$ cat src/rtl/core_timer_mc_regs.sv
// Multi-channel core timer register block on the ip_* register bus.
// A shared 64-bit mtime advances on prescaler ticks. Each of NUM_CH 64-bit comparators
// raises a W1C status bit when mtime >= CMP. In periodic mode the comparator auto-reloads
// by adding PERIOD.
module core_timer_mc_regs #(
  parameter int unsigned NUM_CH  = 4,
  parameter int unsigned PRESC_W = 16
) (
  input  logic              ACLK,
  input  logic              ARESETn,
  input  logic [15:0]       addr,
  input  logic              valid_reg_write,
  input  logic              valid_reg_read,
  input  logic [31:0]       write_data,
  input  logic [3:0]        byte_strobe,
  output logic [31:0]       read_data,
  output logic              read_data_valid,
  input  logic              debug_halt,
  output logic [NUM_CH-1:0] timer_int,
  output logic              core_timer_int
);

  localparam logic [15:0] AddrMtimeLo = 16'h000;
  localparam logic [15:0] AddrMtimeHi = 16'h004;
  localparam logic [15:0] AddrCtrl    = 16'h008;
  localparam logic [15:0] AddrPresc   = 16'h00C;
  localparam logic [15:0] AddrIntStat = 16'h010;
  localparam logic [15:0] AddrIntEn   = 16'h014;

  logic [63:0]        r_mtime;
  logic               r_en;
  logic [PRESC_W-1:0] r_presc;
  logic [PRESC_W-1:0] r_presc_cnt;
  logic [NUM_CH-1:0]  r_int_stat;
  logic [NUM_CH-1:0]  r_int_en;
  logic [63:0]        r_cmp      [NUM_CH];
  logic [NUM_CH-1:0]  r_periodic;
  logic [31:0]        r_period   [NUM_CH];
  logic [31:0]        r_shadow_hi;

  logic [31:0]        w_wmask;
  logic [15:0]        w_waddr;
  logic               w_ch_hit;
  logic [31:0]        w_ch_sel;
  logic [1:0]         w_ch_fld;
  logic               w_unused;
  logic               w_tick;
  logic [PRESC_W-1:0] w_presc_cnt_d;
  logic [31:0]        w_presc_wr;
  logic [63:0]        w_mtime_d;
  logic [NUM_CH-1:0]  w_match;
  logic [NUM_CH-1:0]  w_w1c;
  logic [63:0]        w_cmp_d    [NUM_CH];
  logic [31:0]        w_rdata;

  // Replace only the byte lanes enabled by the strobe
  function automatic logic [31:0] f_merge(input logic [31:0] old_val, input logic [31:0] new_val,
                                          input logic [31:0] mask);
    return (old_val & ~mask) | (new_val & mask);
  endfunction

  assign w_waddr  = {addr[15:2], 2'b00};
  assign w_ch_hit = (addr[15:7] == 9'h002) && ({29'd0, addr[6:4]} < NUM_CH);
  assign w_ch_sel = {29'd0, addr[6:4]};
  assign w_ch_fld = addr[3:2];
  assign w_unused = ^addr[1:0];

  // Byte-lane write mask
  always_comb begin
    for (int b = 0; b < 4; b++) w_wmask[8*b +: 8] = {8{byte_strobe[b]}};
  end

  // Prescaler, mtime and comparator next-state; bus writes override tick and reload
  always_comb begin
    w_tick        = r_en && !debug_halt && (r_presc_cnt == r_presc);
    w_presc_cnt_d = r_presc_cnt;
    if (!r_en) w_presc_cnt_d = '0;
    else if (!debug_halt) w_presc_cnt_d = w_tick ? '0 : r_presc_cnt + PRESC_W'(1);

    w_presc_wr = f_merge(32'(r_presc), write_data, w_wmask);

    w_mtime_d = r_mtime;
    if (valid_reg_write && w_waddr == AddrMtimeLo) begin
      w_mtime_d[31:0] = f_merge(r_mtime[31:0], write_data, w_wmask);
    end else if (valid_reg_write && w_waddr == AddrMtimeHi) begin
      w_mtime_d[63:32] = f_merge(r_mtime[63:32], write_data, w_wmask);
    end else if (w_tick) begin
      w_mtime_d = r_mtime + 64'd1;
    end

    w_w1c = '0;
    if (valid_reg_write && w_waddr == AddrIntStat) w_w1c = write_data[NUM_CH-1:0] &
                                                            w_wmask[NUM_CH-1:0];

    for (int unsigned c = 0; c < NUM_CH; c++) begin
      w_match[c] = (r_mtime >= r_cmp[c]);
      w_cmp_d[c] = r_cmp[c];
      if (valid_reg_write && w_ch_hit && w_ch_sel == c && w_ch_fld == 2'd0) begin
        w_cmp_d[c][31:0] = f_merge(r_cmp[c][31:0], write_data, w_wmask);
      end else if (valid_reg_write && w_ch_hit && w_ch_sel == c && w_ch_fld == 2'd1) begin
        w_cmp_d[c][63:32] = f_merge(r_cmp[c][63:32], write_data, w_wmask);
      end else if (w_match[c] && r_periodic[c]) begin
        w_cmp_d[c] = r_cmp[c] + {32'd0, r_period[c]};
      end
    end
  end

  // Read data mux; unmapped addresses return zero
  always_comb begin
    w_rdata = '0;
    case (w_waddr)
      AddrMtimeLo: w_rdata = r_mtime[31:0];
      AddrMtimeHi: w_rdata = r_shadow_hi;
      AddrCtrl:    w_rdata = {31'd0, r_en};
      AddrPresc:   w_rdata = 32'(r_presc);
      AddrIntStat: w_rdata = 32'(r_int_stat);
      AddrIntEn:   w_rdata = 32'(r_int_en);
      default:     ;
    endcase
    for (int unsigned c = 0; c < NUM_CH; c++) begin
      if (w_ch_hit && w_ch_sel == c) begin
        case (w_ch_fld)
          2'd0:    w_rdata = r_cmp[c][31:0];
          2'd1:    w_rdata = r_cmp[c][63:32];
          2'd2:    w_rdata = {31'd0, r_periodic[c]};
          default: w_rdata = r_period[c];
        endcase
      end
    end
  end

  // Register state, bus writes and registered outputs
  always_ff @(posedge ACLK or negedge ARESETn) begin
    if (!ARESETn) begin
      r_mtime         <= '0;
      r_en            <= 1'b0;
      r_presc         <= '0;
      r_presc_cnt     <= '0;
      r_int_stat      <= '0;
      r_int_en        <= '0;
      r_periodic      <= '0;
      r_shadow_hi     <= '0;
      read_data       <= '0;
      read_data_valid <= 1'b0;
      timer_int       <= '0;
      core_timer_int  <= 1'b0;
      for (int unsigned c = 0; c < NUM_CH; c++) begin
        r_cmp[c]    <= '1;
        r_period[c] <= '0;
      end
    end else begin
      r_mtime     <= w_mtime_d;
      r_presc_cnt <= w_presc_cnt_d;
      // A match in the same cycle as a W1C keeps the bit set
      r_int_stat  <= (r_int_stat & ~w_w1c) | w_match;
      for (int unsigned c = 0; c < NUM_CH; c++) r_cmp[c] <= w_cmp_d[c];

      if (valid_reg_write) begin
        if (w_waddr == AddrCtrl && byte_strobe[0]) r_en <= write_data[0];
        if (w_waddr == AddrPresc) r_presc <= w_presc_wr[PRESC_W-1:0];
        if (w_waddr == AddrIntEn && byte_strobe[0]) r_int_en <= write_data[NUM_CH-1:0];
        for (int unsigned c = 0; c < NUM_CH; c++) begin
          if (w_ch_hit && w_ch_sel == c && w_ch_fld == 2'd2 && byte_strobe[0]) begin
            r_periodic[c] <= write_data[0];
          end
          if (w_ch_hit && w_ch_sel == c && w_ch_fld == 2'd3) begin
            r_period[c] <= f_merge(r_period[c], write_data, w_wmask);
          end
        end
      end

      read_data_valid <= valid_reg_read;
      if (valid_reg_read) begin
        read_data <= w_rdata;
        // Snapshot the upper half so a following MTIME_HI read is coherent with MTIME_LO
        if (w_waddr == AddrMtimeLo) r_shadow_hi <= r_mtime[63:32];
      end

      timer_int      <= r_int_stat & r_int_en;
      core_timer_int <= |(r_int_stat & r_int_en);
    end
  end

endmodule

$ cat config.mk
export PLATFORM = sky130hd
export DESIGN_NAME = core_timer_mc_regs
export DESIGN_NICKNAME = d
export VERILOG_FILES = /design/src/rtl/core_timer_mc_regs.sv
export SDC_FILE = /design/constraint.sdc
export NUM_CORES = 2
export LEC_CHECK = 0
export BUFFER_PORTS_ARGS = -buffer_cell sky130_fd_sc_hd__buf_2
export CAP_MARGIN = 20
export CORE_ASPECT_RATIO = 0.9
export CORE_MARGIN = 4
export CORE_UTILIZATION = 40
export CTS_CLUSTER_SIZE = 28
export DETAILED_ROUTE_END_ITERATION = 10
export GPL_TIMING_DRIVEN = 0
export HOLD_SLACK_MARGIN = 0.15
export PLACE_DENSITY = 0.57
export SLEW_MARGIN = 0
export SYNTH_ARGS = -nofsm -noshare
export SYNTH_HDL_FRONTEND = slang
export SYNTH_SLANG_ARGS = --single-unit
$ cat constraint.sdc
create_clock -name ACLK -period 6 [get_ports ACLK]
set_clock_uncertainty 0.05 [all_clocks]
set_input_delay 0.9 -clock ACLK [delete_from_list [all_inputs] [get_ports ACLK]]
set_output_delay 0.9 -clock ACLK [all_outputs]
set_load 0.01 [all_outputs]
==> results.py <==
metrics = {
    "hold_path": {
        "hp-class": "in2reg",
        "hp-start": "valid_reg_read",
        "whs_path_depth": 1,
    },
    "timing": {
        "rsz0062_at_grt": "false",
        "slew_headroom": 0.0966,
        "finalSetupViolCount": 0,
        "max_freq_mhz": 176,
        "tightest_slew_ns": 1.34,
        "period_share": 0.948,
        "period_minus_slack_ns": 5.69,
        "hold_violations": 0,
        "setup_ws_ns": 0.313,
        "drv_slew": 0,
    },
    "critical_path": {
        "path_cells": "ha_1 > nand4_1 > nor4_1 > nand4_1 > a211oi_1 > or4_1 > nor2_1 > nor3_2 > buf_2 > a21oi_1 > a32oi_1 > o21ai_1",
        "end_kind": "register",
        "cp_common_cell": "nand4_1",
        "critPathLaunchType": "register",
        "critical_path_buf_inv_count": 1,
        "cp_top_family": "simple AND/OR/NAND/NOR gates",
        "crit_slowest_cell": "dfrtp_1",
        "required_ns": 6.56,
        "slowest_delay_ns": 1.00,
        "crit_path_max_fanout": 10,
        "critical_path_depth": 12,
        "cp.arrival_ns": 6.24,
        "path_class": "reg2reg",
        "r2r_cells": 12,
    },
    "grt": {
        "grt_util_all_layers": 0.460,
        "grt_pass1_vias": 46600,
        "grt_max_degree": 108,
        "antenna_found_initial": 42,
        "overflow": 0,
        "grt_pass1_wl_mm": 383,
    },
    "clocking": {
        "clock_latency_ns": 0.71,
        "numCtsBuffers": 74,
        "cts_sinks": 563,
        "cts-root-buf": "clkbuf_16",
        "cts_tree": "yes",
        "clk_pin_slew_ns": 0.07,
        "h-tree-depth": 3,
        "cts_buffer_depth": 3,
        "post_cts_buffers": 0,
        "ctsResizeCount": 0,
    },
    "layout": {
        "area.growth.synth_to_final_pct": 12.1,
        "layout.nets": 6253,
        "drive_above_1_share": 0.143,
        "nFillCells": 11500,
        "utilization": 0.454,
    },
    "pwr": {
        "p_sw_mw": 3.07,
        "ir_worst_vdd_v": 0.000218,
        "p_per_area_nw_per_um2": 198,
        "intPower_mw": 7.15,
        "pwr-share-seq": 0.388,
        "swShare": 0.300,
        "p_comb_frac": 0.124,
        "p_leak_nw": 22.8,
        "pwr-share-clk": 0.489,
    },
    "status": {
        "outcome": "complete, no violations",
    },
    "yosys": {
        "synth.yosys.seq_area_share": 0.313,
        "ys_ff_latch": 563,
        "synth_fp_nets": 6058,
        "yosysWarnings": 0,
        "synth-edff-count": 0,
        "netlist_area_um2": 46000,
        "avgSynthCellArea_um2": 8.20,
        "syn-instance-count": 5611,
        "synth.distinct_cells": 110,
        "async_flop_share": 1.00,
        "ys.flop_type": "dfrtp_1",
    },
    "die": {
        "rows": 117,
        "die_h_um": 330,
        "core-area_um2": 114000,
        "initial_core_util": 0.405,
        "ios": 95,
        "die_area_um2": 121000,
        "die_x_um": 366,
    },
    "route": {
        "drc": 0,
        "first_pass_iters": 8,
        "wl_mm": 285,
        "drt_iter0_drc": 7890,
        "via_count": 50100,
        "avgRoutedWirePerCell_um": 38.7,
        "vias_per_cell": 6.80,
        "drtAntennaViolNets": 0,
    },
    "run": {
        "drv_cap": 0,
    },
    "placement": {
        "port-buffer-count": 74,
        "gp_congestion": 1.05,
        "dp_slack_ns": 0.104,
        "hpwl_mm": 224,
    },
}
## placed cells by master (no fill, tap or decap), types with 43 or more instances in the layout
master,count
clkbuf_1,206
xnor2_1,58
nor3_1,105
a221oi_1,43
o21ai_1,81
dfrtp_1,307
buf_2,139
a211oi_1,103
mux2_2,182
xor2_1,70
a31oi_1,55
clkbuf_16,75
nor2_1,506
nand2b_1,45
ha_1,386
o22ai_1,81
a21oi_1,534
and3_1,52
inv_1,315
o211ai_1,55
nand2_1,574
dfstp_2,256
o21ai_0,400
mux2i_1,144
a21o_1,91
nand3_1,185
nand4_1,106
## cell usage after synthesis, types with 58 or more instances
master,n,share of area
a211oi_1,103,0.017
a21o_1,91,0.015
a21oi_1,534,0.058
buf_2,63,0.0068
clkbuf_1,194,0.016
dfrtp_1,307,0.17
dfstp_2,256,0.15
ha_1,386,0.10
inv_1,315,0.026
mux2_2,182,0.045
mux2i_1,144,0.031
nand2_1,574,0.047
nand3_1,185,0.020
nand4_1,106,0.014
nor2_1,506,0.041
nor3_1,105,0.011
o21ai_0,400,0.043
o21ai_1,81,0.0088
o22ai_1,81,0.011
xnor2_1,58,0.011
xor2_1,70,0.013
## kinds of logic after synthesis
logic type / Yosys count / synth area share
compound gates: 1766 / 0.238
fa+ha+maj: 390 / 0.107
flops: 563 / 0.313
mux: 332 / 0.0783
simple gates: 1821 / 0.187
buf+inv: 611 / 0.0522
xor+xnor: 128 / 0.0244
## worst reg2reg max path, stage by stage, from the launching register on
cell and delay (ns):
dfrtp_1 1.00, ha_1 0.30, nand4_1 0.39, nor4_1 0.68, nand4_1 0.38, a211oi_1 0.46
or4_1 0.29, nor2_1 0.16, nor3_2 0.75, buf_2 0.46, a21oi_1 0.18, a32oi_1 0.39
o21ai_1 0.11
## power by group through the flow
stage | combinational (mW) | sequential, mW | clock (mW)
after floorplan | 0.545 | 4.00 | 0
after global placement | 1.14 | 4.02 | 0
after detailed placement | 1.18 | 4.02 | 0
after CTS | 1.19 | 3.96 | 5.01
after global routing | 1.30 | 3.97 | 5.14
final | 1.26 | 3.96 | 5.00
## stage by stage
step           std cells  cell area [um2]  hold WS (ns)  total power, mW  setup TNS, ns
3_5_place_dp        7206            48800         0.436             5.20              0
4_1_cts             7345            51500         0.254             10.2              0
5_1_grt             7356            51600         0.277             10.4              0
3_3_place_gp        7172            48300         0.430             5.16       -3940.00
6_report            7370            51600         0.286             10.2              0
2_1_floorplan       5611            46000         0.400             4.54              0
## routing by layer
layer | track usage | vias up | routed length (um)
li1 | - | 21000 | -
met1 | 0.588 | 24700 | 111000
met2 | 0.648 | 3526 | 115000
met3 | 0.156 | 905 | 35000
met4 | 0.326 | 8 | 24400
met5 | 0 | - | 56
## path summary, 6_finish.rpt
path / slack (ns) / to
worst max-delay path: 0.31 / register
worst min-delay path: 0.29 / read_data_valid
worst max register to register: 0.31 / register
worst min register to register: 0.45 / register
max in group asynchronous: 2.99 / async pin
min in group asynchronous: 0.65 / async pin
## cell type report
type | count | area, um2 | share of cell area
inverters | 318 | 1190 | 0.0231
multi-input cells | 4437 | 29200 | 0.567
flip-flops and latches | 563 | 14400 | 0.279
clock inverters | 28 | 418 | 0.00810
diodes | 15 | 37.5 | 0.000727
plain buffers | 293 | 1220 | 0.0236
clock buffers | 110 | 2200 | 0.0426
well taps | 1487 | 1860 | 0.0360
repair buffers | 119 | 1040 | 0.0201
## timing repair
item | CTS | global route
endpoints found under the hold margin | 10 | 0
setup endpoints to repair | 0 | 0
hold buffers | 1 | 0
Power figures use the tool's default switching activity.
